--- config.mk ---
export PLATFORM = sky130hd
export DESIGN_NAME = multicycle_ctrl
export DESIGN_NICKNAME = d
export VERILOG_FILES = /design/src/rtl/riscv_pkg.sv /design/src/rtl/instr_type_decoder.sv /design/src/rtl/multicycle_ctrl.sv
export SDC_FILE = /design/constraint.sdc
export NUM_CORES = 1
export LEC_CHECK = 0
export CORE_UTILIZATION = 51
export DETAILED_ROUTE_END_ITERATION = 8
export PLACE_DENSITY = 0.86
export SLEW_MARGIN = 25
export SYNTH_ARGS = -nofsm -noshare
export SYNTH_HDL_FRONTEND = slang
export SYNTH_HIERARCHICAL = 1
export SYNTH_SLANG_ARGS = --single-unit
--- constraint.sdc ---
create_clock -name clk -period 4.2 [get_ports clk]
set_clock_uncertainty 0.05 [all_clocks]
set_input_delay 0.63 -clock clk [delete_from_list [all_inputs] [get_ports clk]]
set_output_delay 0.63 -clock clk [all_outputs]
set_load 0.05 [all_outputs]
--- src/rtl/riscv_pkg.sv ---
// Shared RV32I definitions: immediate formats, control FSM states, opcodes and
// datapath select encodings used by the multicycle controller and its decoder.
package riscv_pkg;

    typedef enum logic [2:0] {
        INSTR_TYPE_R,
        INSTR_TYPE_I,
        INSTR_TYPE_S,
        INSTR_TYPE_B,
        INSTR_TYPE_U,
        INSTR_TYPE_J
    } instr_type_enum;

    typedef enum logic [3:0] {
        ST_FETCH,
        ST_DECODE,
        ST_MEMADR,
        ST_MEMREAD,
        ST_MEMWB,
        ST_MEMWRITE,
        ST_EXECUTER,
        ST_EXECUTEI,
        ST_ALUWB,
        ST_BEQ,
        ST_JAL,
        ST_LUI,
        ST_ILLEGAL
    } ctrl_state_enum;

    localparam logic [6:0] OP_LOAD   = 7'b0000011;
    localparam logic [6:0] OP_STORE  = 7'b0100011;
    localparam logic [6:0] OP_R      = 7'b0110011;
    localparam logic [6:0] OP_IMM    = 7'b0010011;
    localparam logic [6:0] OP_BRANCH = 7'b1100011;
    localparam logic [6:0] OP_JAL    = 7'b1101111;
    localparam logic [6:0] OP_LUI    = 7'b0110111;

    localparam logic [1:0] SRCA_PC    = 2'b00;
    localparam logic [1:0] SRCA_OLDPC = 2'b01;
    localparam logic [1:0] SRCA_RS1   = 2'b10;
    localparam logic [1:0] SRCA_ZERO  = 2'b11;

    localparam logic [1:0] SRCB_RS2   = 2'b00;
    localparam logic [1:0] SRCB_IMM   = 2'b01;
    localparam logic [1:0] SRCB_FOUR  = 2'b10;

    localparam logic [1:0] ALUOP_ADD   = 2'b00;
    localparam logic [1:0] ALUOP_SUB   = 2'b01;
    localparam logic [1:0] ALUOP_FUNCT = 2'b10;

    localparam logic [1:0] RES_ALUOUT    = 2'b00;
    localparam logic [1:0] RES_DATA      = 2'b01;
    localparam logic [1:0] RES_ALURESULT = 2'b10;

endpackage

--- src/rtl/instr_type_decoder.sv ---
// Combinational opcode -> immediate format decode; kept separate so a future
// pipelined decoder can reuse it unchanged.
module instr_type_decoder
    import riscv_pkg::*;
(
    input  logic [6:0]     i_opcode,
    output instr_type_enum o_instr_type
);

    always_comb begin
        o_instr_type = INSTR_TYPE_R;
        case (i_opcode)
            OP_R:            o_instr_type = INSTR_TYPE_R;
            OP_IMM, OP_LOAD: o_instr_type = INSTR_TYPE_I;
            OP_STORE:        o_instr_type = INSTR_TYPE_S;
            OP_BRANCH:       o_instr_type = INSTR_TYPE_B;
            OP_LUI:          o_instr_type = INSTR_TYPE_U;
            OP_JAL:          o_instr_type = INSTR_TYPE_J;
            default:         o_instr_type = INSTR_TYPE_R;
        endcase
    end

endmodule

--- src/rtl/multicycle_ctrl.sv ---
// Main control FSM of the multicycle RV32I core: sequences fetch/decode/execute
// over the shared ALU and single memory port, and counts retired instructions.
module multicycle_ctrl
    import riscv_pkg::*;
(
    input  logic           clk,
    input  logic           reset,
    input  logic [6:0]     opcode,
    input  logic           zero,
    input  logic           mem_ready,
    output logic           mem_req,
    output logic           mem_write,
    output logic           adr_src,
    output logic           ir_write,
    output logic           pc_write,
    output logic           reg_write,
    output logic [1:0]     alu_src_a,
    output logic [1:0]     alu_src_b,
    output logic [1:0]     alu_op,
    output logic [1:0]     result_src,
    output instr_type_enum instr_type_enum_inst,
    output logic           illegal_instr,
    output logic [31:0]    instret,
    output ctrl_state_enum dbg_state
);

    ctrl_state_enum r_state;
    ctrl_state_enum w_next_state;
    logic [31:0]    r_instret;

    logic       w_mem_req;
    logic       w_mem_write;
    logic       w_adr_src;
    logic       w_ir_write;
    logic       w_pc_update;
    logic       w_branch;
    logic       w_reg_write;
    logic [1:0] w_alu_src_a;
    logic [1:0] w_alu_src_b;
    logic [1:0] w_alu_op;
    logic [1:0] w_result_src;
    logic       w_retire;

    // Memory handshake: in FETCH/MEMREAD/MEMWRITE the request is held until
    // mem_ready is seen high in the same cycle; mem_ready elsewhere is ignored.
    always_ff @(posedge clk or posedge reset) begin
        if (reset) begin
            r_state <= ST_FETCH;
        end else begin
            r_state <= w_next_state;
        end
    end

    always_comb begin
        w_next_state = r_state;
        case (r_state)
            ST_FETCH: begin
                if (mem_ready) w_next_state = ST_DECODE;
            end
            ST_DECODE: begin
                case (opcode)
                    OP_LOAD, OP_STORE: w_next_state = ST_MEMADR;
                    OP_R:              w_next_state = ST_EXECUTER;
                    OP_IMM:            w_next_state = ST_EXECUTEI;
                    OP_BRANCH:         w_next_state = ST_BEQ;
                    OP_JAL:            w_next_state = ST_JAL;
                    OP_LUI:            w_next_state = ST_LUI;
                    default:           w_next_state = ST_ILLEGAL;
                endcase
            end
            ST_MEMADR:   w_next_state = (opcode == OP_STORE) ? ST_MEMWRITE : ST_MEMREAD;
            ST_MEMREAD: begin
                if (mem_ready) w_next_state = ST_MEMWB;
            end
            ST_MEMWB:    w_next_state = ST_FETCH;
            ST_MEMWRITE: begin
                if (mem_ready) w_next_state = ST_FETCH;
            end
            ST_EXECUTER: w_next_state = ST_ALUWB;
            ST_EXECUTEI: w_next_state = ST_ALUWB;
            ST_ALUWB:    w_next_state = ST_FETCH;
            ST_BEQ:      w_next_state = ST_FETCH;
            ST_JAL:      w_next_state = ST_ALUWB;
            ST_LUI:      w_next_state = ST_ALUWB;
            ST_ILLEGAL:  w_next_state = ST_ILLEGAL;
            default:     w_next_state = ST_FETCH;
        endcase
    end

    always_comb begin
        w_mem_req    = 1'b0;
        w_mem_write  = 1'b0;
        w_adr_src    = 1'b0;
        w_ir_write   = 1'b0;
        w_pc_update  = 1'b0;
        w_branch     = 1'b0;
        w_reg_write  = 1'b0;
        w_alu_src_a  = SRCA_PC;
        w_alu_src_b  = SRCB_RS2;
        w_alu_op     = ALUOP_ADD;
        w_result_src = RES_ALUOUT;
        case (r_state)
            ST_FETCH: begin
                w_mem_req    = 1'b1;
                w_alu_src_a  = SRCA_PC;
                w_alu_src_b  = SRCB_FOUR;
                w_result_src = RES_ALURESULT;
                w_ir_write   = mem_ready;
                w_pc_update  = mem_ready;
            end
            ST_DECODE: begin
                w_alu_src_a = SRCA_OLDPC;
                w_alu_src_b = SRCB_IMM;
            end
            ST_MEMADR: begin
                w_alu_src_a = SRCA_RS1;
                w_alu_src_b = SRCB_IMM;
            end
            ST_MEMREAD: begin
                w_mem_req = 1'b1;
                w_adr_src = 1'b1;
            end
            ST_MEMWB: begin
                w_result_src = RES_DATA;
                w_reg_write  = 1'b1;
            end
            ST_MEMWRITE: begin
                w_mem_req   = 1'b1;
                w_mem_write = 1'b1;
                w_adr_src   = 1'b1;
            end
            ST_EXECUTER: begin
                w_alu_src_a = SRCA_RS1;
                w_alu_src_b = SRCB_RS2;
                w_alu_op    = ALUOP_FUNCT;
            end
            ST_EXECUTEI: begin
                w_alu_src_a = SRCA_RS1;
                w_alu_src_b = SRCB_IMM;
                w_alu_op    = ALUOP_FUNCT;
            end
            ST_ALUWB: begin
                w_result_src = RES_ALUOUT;
                w_reg_write  = 1'b1;
            end
            ST_BEQ: begin
                w_alu_src_a  = SRCA_RS1;
                w_alu_src_b  = SRCB_RS2;
                w_alu_op     = ALUOP_SUB;
                w_result_src = RES_ALUOUT;
                w_branch     = 1'b1;
            end
            ST_JAL: begin
                w_alu_src_a  = SRCA_OLDPC;
                w_alu_src_b  = SRCB_FOUR;
                w_result_src = RES_ALUOUT;
                w_pc_update  = 1'b1;
            end
            ST_LUI: begin
                w_alu_src_a = SRCA_ZERO;
                w_alu_src_b = SRCB_IMM;
            end
            default: begin
                w_mem_req = 1'b0;
            end
        endcase
    end

    assign w_retire = (r_state == ST_MEMWB) || (r_state == ST_ALUWB) || (r_state == ST_BEQ)
                   || ((r_state == ST_MEMWRITE) && mem_ready);

    always_ff @(posedge clk or posedge reset) begin
        if (reset) begin
            r_instret <= 32'd0;
        end else if (w_retire) begin
            r_instret <= r_instret + 32'd1;
        end
    end

    instr_type_decoder u_instr_type_decoder (
        .i_opcode     (opcode),
        .o_instr_type (instr_type_enum_inst)
    );

    // Reset is asynchronous, so the state-changing enables are masked
    // combinationally rather than waiting for the state register to settle.
    assign mem_req       = w_mem_req & ~reset;
    assign mem_write     = w_mem_write & ~reset;
    assign ir_write      = w_ir_write & ~reset;
    assign pc_write      = (w_pc_update | (w_branch & zero)) & ~reset;
    assign reg_write     = w_reg_write & ~reset;
    assign adr_src       = w_adr_src;
    assign alu_src_a     = w_alu_src_a;
    assign alu_src_b     = w_alu_src_b;
    assign alu_op        = w_alu_op;
    assign result_src    = w_result_src;
    assign illegal_instr = (r_state == ST_ILLEGAL);
    assign instret       = r_instret;
    assign dbg_state     = r_state;

endmodule

==> insert_results.sql, run 1 <==
INSERT INTO impl_metrics (metric_group, metric, value, unit) VALUES
('outcome', 'outcome', 'finished with violations', ''),
('outcome', 'failed_checks', 'design-rule violations', ''),
('final_layout', 'num_antenna_cells', '0', ''),
('synth', 'number_of_enable_flip_flop_cells_after_synthesis', '0', ''),
('sta', 'timing.max_slew.rel_slack', '0.624', ''),
('worst_hold_path', 'hp-class', 'flop to flop', ''),
('pwr', 'switchingPower', '767', 'uW'),
('routing', 'route.detailed.drc', '2', ''),
('critical_path', 'critPathCaptureType', 'output pin', ''),
('synth', 'synth_compound_gate_area_share', '0.0966', ''),
('critical_path', 'worst-endpoint-arrival', '2.59', 'ns'),
('global_route', 'grt_pass1_wl', '8.15', 'mm'),
('placed_design', 'quantity_of_i_o_buffers_inserted_on_ports', '64', ''),
('synth', 'syn_nets', '243', ''),
('sta', 'setup-violations-final', '0', ''),
('die', 'die_area', '4450', 'sq um'),
('final_layout', 'relative_area_change_from_synthesis_to_final_layout', '36.4', '%'),
('sta', 'worst_slew_pin_slew', '0.564', 'ns'),
('routing', 'drt_first_iter_violations', '111', ''),
('placed_design', 'gp_congestion', '0.884', ''),
('synth', 'netlist_instances', '231', ''),
('synth', 'synth_simple_gate_area_share', '0.313', ''),
('sta', 'setup_total_negative_slack', '0', 'ns'),
('final_layout', 'final_core_util', '0.729', ''),
('pwr', 'p_leak', '1.23', 'nW'),
('cts', 'post-cts-setup-buffers', '0', ''),
('pwr', 'sw_frac_of_total', '0.486', ''),
('sta', 'grt_setup_unrepaired', 'false', ''),
('final_layout', 'seqCellArea', '901', 'sq um'),
('critical_path', 'critPathMostFrequentCell', 'sky130_fd_sc_hd__clkdlybuf4s50_1', ''),
('sta', 'max_freq', '306', 'MHz'),
('synth', 'dominantRegCellSynth', 'sky130_fd_sc_hd__dfrtp_1', ''),
('die', 'fp.coreArea', '4000', 'sq um'),
('cts', 'cts_inserted_buffers', '5', ''),
('cts', 'cts_hold_repair.buffers', '0', ''),
('placed_design', 'dpl_cell_area', '2830', 'sq um'),
('synth', 'ys.warnings.count', '6', ''),
('global_route', 'largest_net_degree_at_the_start_of_global_routing', '37', ''),
('final_layout', 'num-fill-cells', '313', ''),
('final_layout', 'final_design_area_no_fill', '2920', 'sq um'),
('pwr', 'pwr-share-seq', '0.310', ''),
('synth', 'synth_xor_xnor_area_share', '0.131', ''),
('final_layout', 'fraction_of_layout_cells_with_a_size_suffix_above_1', '0.0604', ''),
('sta', 'postLayoutSetupSlackWorst', '0.929', 'ns'),
('pwr', 'clockPowerShare', '0.157', ''),
('sta', 'final_min_period_over_clock_period', '0.779', ''),
('synth', 'yosys_register_bits', '36', ''),
('global_route', 'antenna_found_initial', '0', ''),
('run', 'cap_viol_max_count', '0', ''),
('final_layout', 'layout.nets', '309', ''),
('cts', 'clock_tree_from_tritoncts', 'done', ''),
('global_route', 'via_count_of_the_first_global_routing_pass', '1751', ''),
('global_route', 'grt_use_total', '0.244', ''),
('synth', 'yosys-mux-area-fraction', '0.0105', ''),
('synth', 'synth_area', '2140', 'sq um'),
('synth', 'netlist-cell-type-count', '45', ''),
('routing', 'drtAntennaViolNets', '0', ''),
('die', 'x_dimension_of_the_die', '66.7', 'um'),
('critical_path', 'critPathLaunchType', 'input port', ''),
('routing', 'firstDrtPassIters', '6', ''),
('synth', 'yosysSeqAreaShare', '0.422', ''),
('synth', 'post_synthesis_adder_cell_area_fraction', '0.00585', ''),
('cts', 'h-tree-depth', '2', ''),
('die', 'floorplan.die.height', '66.7', 'um'),
('pwr', 'power.density_cell_area', '542', 'nW/um^2'),
('critical_path', 'timing.critical_path.cells', 'clkdlybuf4s50_1, nor2b_4, a22oi_1, nor3b_2, clkdlybuf4s50_1', ''),
('sta', 'hold_viol', '0', ''),
('placed_design', 'worst_setup_slack_after_placement', '0.928', 'ns'),
('cts', 'source_to_sink_clock_delay_at_the_later_pin_of_the_worst_skew_pair', '0.28', 'ns'),
('global_route', 'grt_remaining_overflow', '0', ''),
('critical_path', 'worst_ep_required_time', '3.52', 'ns');
[critical path: cells and delay by family]
| kind | cells | cell delay (ns) |
|---|---|---|
| AO/OA/AOI/OAI | 1 | 0.10 |
| buffers and inverters | 2 | 1.45 |
| AND/OR/NAND/NOR | 2 | 0.40 |
[through the flow]
step	total power [mW]	cells
final	1.58	348
after global routing	1.66	348
after CTS	1.59	348
after detailed placement	1.33	340
after global placement	1.33	340
after floorplan	1.07	231
[final cells by class]
type	instances	share of cell area
inverter	6	0.00773
clock buffer	8	0.0309
multi-input combinational	183	0.409
timing repair buffer	65	0.222
tap	50	0.0215
sequential	36	0.309
[worst paths after layout]
path	from	end	slack, ns	cells past startpoint
max	opcode[6]	instr_type_enum_inst[2]	0.93	5
min	instret[31]	instret[31]	0.42	1
max reg2reg	dbg_state[3]	instret[13]	2.08	5
min reg2reg	instret[31]	instret[31]	0.42	1
max in group asynchronous	reset	instret[13]	2.90	3
min in group asynchronous	reset	instret[23]	0.88	3
[synth_stat cells (all sizes together) (5+ instances only)]
cell type / number / share of area
nand4: 8 / 0.029
and3: 6 / 0.018
a21oi: 9 / 0.021
and4: 5 / 0.022
nand3: 13 / 0.030
xor2: 15 / 0.061
nor4: 5 / 0.022
dfrtp: 36 / 0.42
nand2: 21 / 0.037
clkbuf: 6 / 0.011
inv: 5 / 0.0088
o21ai: 6 / 0.014
nand2b: 9 / 0.026
xnor2: 17 / 0.070
nor2b: 6 / 0.021
nor2: 22 / 0.039
nor3: 11 / 0.028
[state kept, by name (all words and copies together) (netlist names)]
name and count:
dbg_state 4, instret 32
[per-layer routing]
| metal | vias up | global-route usage | wire length, um |
|---|---|---|---|
| li1 | 964 | - | - |
| met3 | 7 | 0.0548 | 318 |
| met5 | - | 0 | 0 |
| met4 | 0 | 0.0931 | 78 |
| met2 | 74 | 0.380 | 2440 |
| met1 | 947 | 0.326 | 2170 |
[cell families (layout without fill, tap and decap cells)]
group / Yosys count / in the layout
AOI/OAI and AO/OA: 32 / 32
xor gates and xnor gates: 32 / 32
adders and majority gates: 1 / 1
buffers and inverters: 12 / 79
DFF: 36 / 36
muxes: 2 / 2
and+or+nand+nor: 116 / 116
[power groups by stage]
stage | clock, mW | combinational (mW) | sequential (mW)
after CTS | 0.254 | 0.846 | 0.488
after detailed placement | 0 | 0.840 | 0.495
after floorplan | 0 | 0.481 | 0.591
after global placement | 0 | 0.832 | 0.495
final | 0.247 | 0.842 | 0.490
after global routing | 0.269 | 0.890 | 0.499
No activity file was read; power rests on OpenSTA's default activity.
==> run 2: changes to the inputs <==
Settings changed: CORE_UTILIZATION 51 to 42, PLACE_DENSITY 0.86 to 0.76.
Clock period 4.2 ns to 2.95 ns, I/O delays scaled along.
==> insert_results.sql, run 2 (same netlist as run 1, synthesis figures left out) <==
INSERT INTO impl_metrics (metric_group, metric, value, unit) VALUES
('global_route', 'largest_net_degree_at_the_start_of_global_routing', '37', ''),
('placed_design', 'quantity_of_i_o_buffers_inserted_on_ports', '64', ''),
('global_route', 'grt_use_total', '0.199', ''),
('final_layout', 'layout.nets', '315', ''),
('critical_path', 'path_class', 'flop to output pin', ''),
('final_layout', 'num_antenna_cells', '0', ''),
('worst_hold_path', 'hp-class', 'flop to flop', ''),
('cts', 'clock_tree_from_tritoncts', 'done', ''),
('die', 'fp.coreArea', '4820', 'sq um'),
('cts', 'cts_inserted_buffers', '5', ''),
('cts', 'cts_hold_repair.buffers', '0', ''),
('pwr', 'power.density_cell_area', '791', 'nW/um^2'),
('cts', 'source_to_sink_clock_delay_at_the_later_pin_of_the_worst_skew_pair', '0.28', 'ns'),
('run', 'cap_viol_max_count', '0', ''),
('cts', 'clock_sink_count', '36', ''),
('final_layout', 'non_filler_instances', '371', ''),
('sta', 'worst_slew_pin_slew', '0.515', 'ns'),
('sta', 'postLayoutSetupSlackWorst', '0.195', 'ns'),
('routing', 'firstDrtPassIters', '4', ''),
('die', 'x_dimension_of_the_die', '73.3', 'um'),
('outcome', 'outcome', 'finished clean', ''),
('sta', 'timing.max_slew.rel_slack', '0.655', ''),
('pwr', 'p_leak', '1.29', 'nW'),
('critical_path', 'critPathLaunchType', 'flop', ''),
('routing', 'detailroute.via_count', '2009', ''),
('routing', 'via_per_inst', '5.42', ''),
('cts', 'h-tree-depth', '2', ''),
('final_layout', 'relative_area_change_from_synthesis_to_final_layout', '41.8', '%'),
('routing', 'drt_first_iter_violations', '99', ''),
('critical_path', 'crit_fanout', '11', ''),
('critical_path', 'critPathCaptureType', 'output pin', ''),
('sta', 'setup-violations-final', '0', ''),
('final_layout', 'largest_register_ffs', '32', ''),
('global_route', 'via_count_of_the_first_global_routing_pass', '1803', ''),
('sta', 'max_transition_viols_final', '0', ''),
('sta', 'hold_viol', '0', ''),
('pwr', 'ir_worst_vdd', '844', 'uV'),
('pwr', 'finalPower', '2.40', 'mW'),
('die', 'floorplan.die.height', '73.3', 'um'),
('final_layout', 'final_design_area_no_fill', '3030', 'sq um'),
('placed_design', 'dpl_cell_area', '2920', 'sq um'),
('final_layout', 'mostFrequentLayoutCells', '59 x sky130_fd_sc_hd__clkdlybuf4s50_1, 35 x sky130_fd_sc_hd__dfrtp_1, 22 x sky130_fd_sc_hd__nor2_1, 21 x sky130_fd_sc_hd__nand2_1, 17 x sky130_fd_sc_hd__xnor2_1', ''),
('sta', 'setup_total_negative_slack', '0', 'ns'),
('critical_path', 'worst_ep_required_time', '2.46', 'ns'),
('routing', 'drtAntennaViolNets', '0', ''),
('final_layout', 'num-fill-cells', '423', ''),
('routing', 'route.detailed.drc', '0', ''),
('die', 'die_area', '5380', 'sq um'),
('routing', 'route.detailed.wl_per_inst', '13.9', 'um'),
('placed_design', 'numPlacedInstances', '363', ''),
('cts', 'max-clock-path-buffers', '2', ''),
('final_layout', 'fraction_of_layout_cells_with_a_size_suffix_above_1', '0.112', ''),
('global_route', 'grt_pass1_wl', '8.35', 'mm'),
('placed_design', 'gp_congestion', '0.944', ''),
('die', 'placementRows', '25', ''),
('critical_path', 'worst-endpoint-arrival', '2.26', 'ns'),
('die', 'top_level_ports', '65', ''),
('global_route', 'antenna_found_initial', '0', ''),
('cts', 'cts.root.buffer_cell', 'sky130_fd_sc_hd__clkbuf_8', ''),
('sta', 'layout_min_cycle_time', '2.76', 'ns'),
('placed_design', 'place.detailed.hpwl', '3.84', 'mm'),
('sta', 'final_min_period_over_clock_period', '0.934', ''),
('sta', 'max_freq', '363', 'MHz'),
('placed_design', 'worst_setup_slack_after_placement', '0.383', 'ns'),
('final_layout', 'final_common_cell', 'sky130_fd_sc_hd__clkdlybuf4s50_1', ''),
('die', 'initial_utilization', '0.444', ''),
('global_route', 'grt_remaining_overflow', '0', ''),
('cts', 'clk_pin_slew', '0.07', 'ns'),
('sta', 'grt_setup_unrepaired', 'false', ''),
('routing', 'finalWirelength', '5.14', 'mm');
-- run 2: critical path, cell delays in order, from the launching register on --
cell and delay, ns:
sky130_fd_sc_hd__dfrtp_1 0.46, sky130_fd_sc_hd__buf_4 0.23, sky130_fd_sc_hd__nand2b_1 0.12, sky130_fd_sc_hd__a2111oi_2 0.31, sky130_fd_sc_hd__clkdlybuf4s50_1 0.87
-- run 2: layout make-up --
| cell class | count | area, sq um | area share |
|---|---|---|---|
| multi-input combinational | 183 | 1210 | 0.399 |
| sequential | 36 | 902 | 0.298 |
| timing repair buffer | 71 | 706 | 0.233 |
| tap | 67 | 83.8 | 0.0277 |
| clock buffer | 6 | 72.6 | 0.0239 |
| clock inverter | 2 | 35.0 | 0.0116 |
| inverter | 6 | 22.5 | 0.00743 |
-- run 2: power by group --
part           internal [mW]  switching (mW)  total [mW]
registers              0.558          0.0946       0.653
clock network          0.251           0.165       0.415
logic                  0.458           0.872        1.33
total                   1.27            1.13        2.40
-- run 2: worst paths after layout --
kind | startpoint | end | slack, ns | cells past startpoint
max in group asynchronous | reset | dbg_state[1] | 1.80 | 3
max reg2reg | dbg_state[0] | instret[13] | 0.84 | 6
min | instret[31] | instret[31] | 0.43 | 1
min in group asynchronous | reset | instret[5] | 0.72 | 3
max | dbg_state[2] | reg_write | 0.19 | 4
min reg2reg | instret[31] | instret[31] | 0.43 | 1
-- run 2: per-stage QoR --
stage                     hold slack (ns)   util
after floorplan                     0.565      -
after global placement              0.415  0.606
after detailed placement            0.428  0.606
after CTS                           0.442  0.629
after global routing                0.449  0.629
final                               0.435  0.629
-- run 2: per-layer routing --
layer  up-vias  wire [um]  global-route usage  share of wire
met3         4        302              0.0425          0.059
li1        969          -                   -              -
met1       963       2240               0.258           0.44
met5         -          0                   0              0
met2        73       2560               0.335           0.50
met4         0         36              0.0577         0.0070
-- run 2: what timing repair did --
item                                    in CTS  in global routing
setup buffers                                0                  0
endpoints found under the setup margin       0                  2
resized for setup                            0                  1
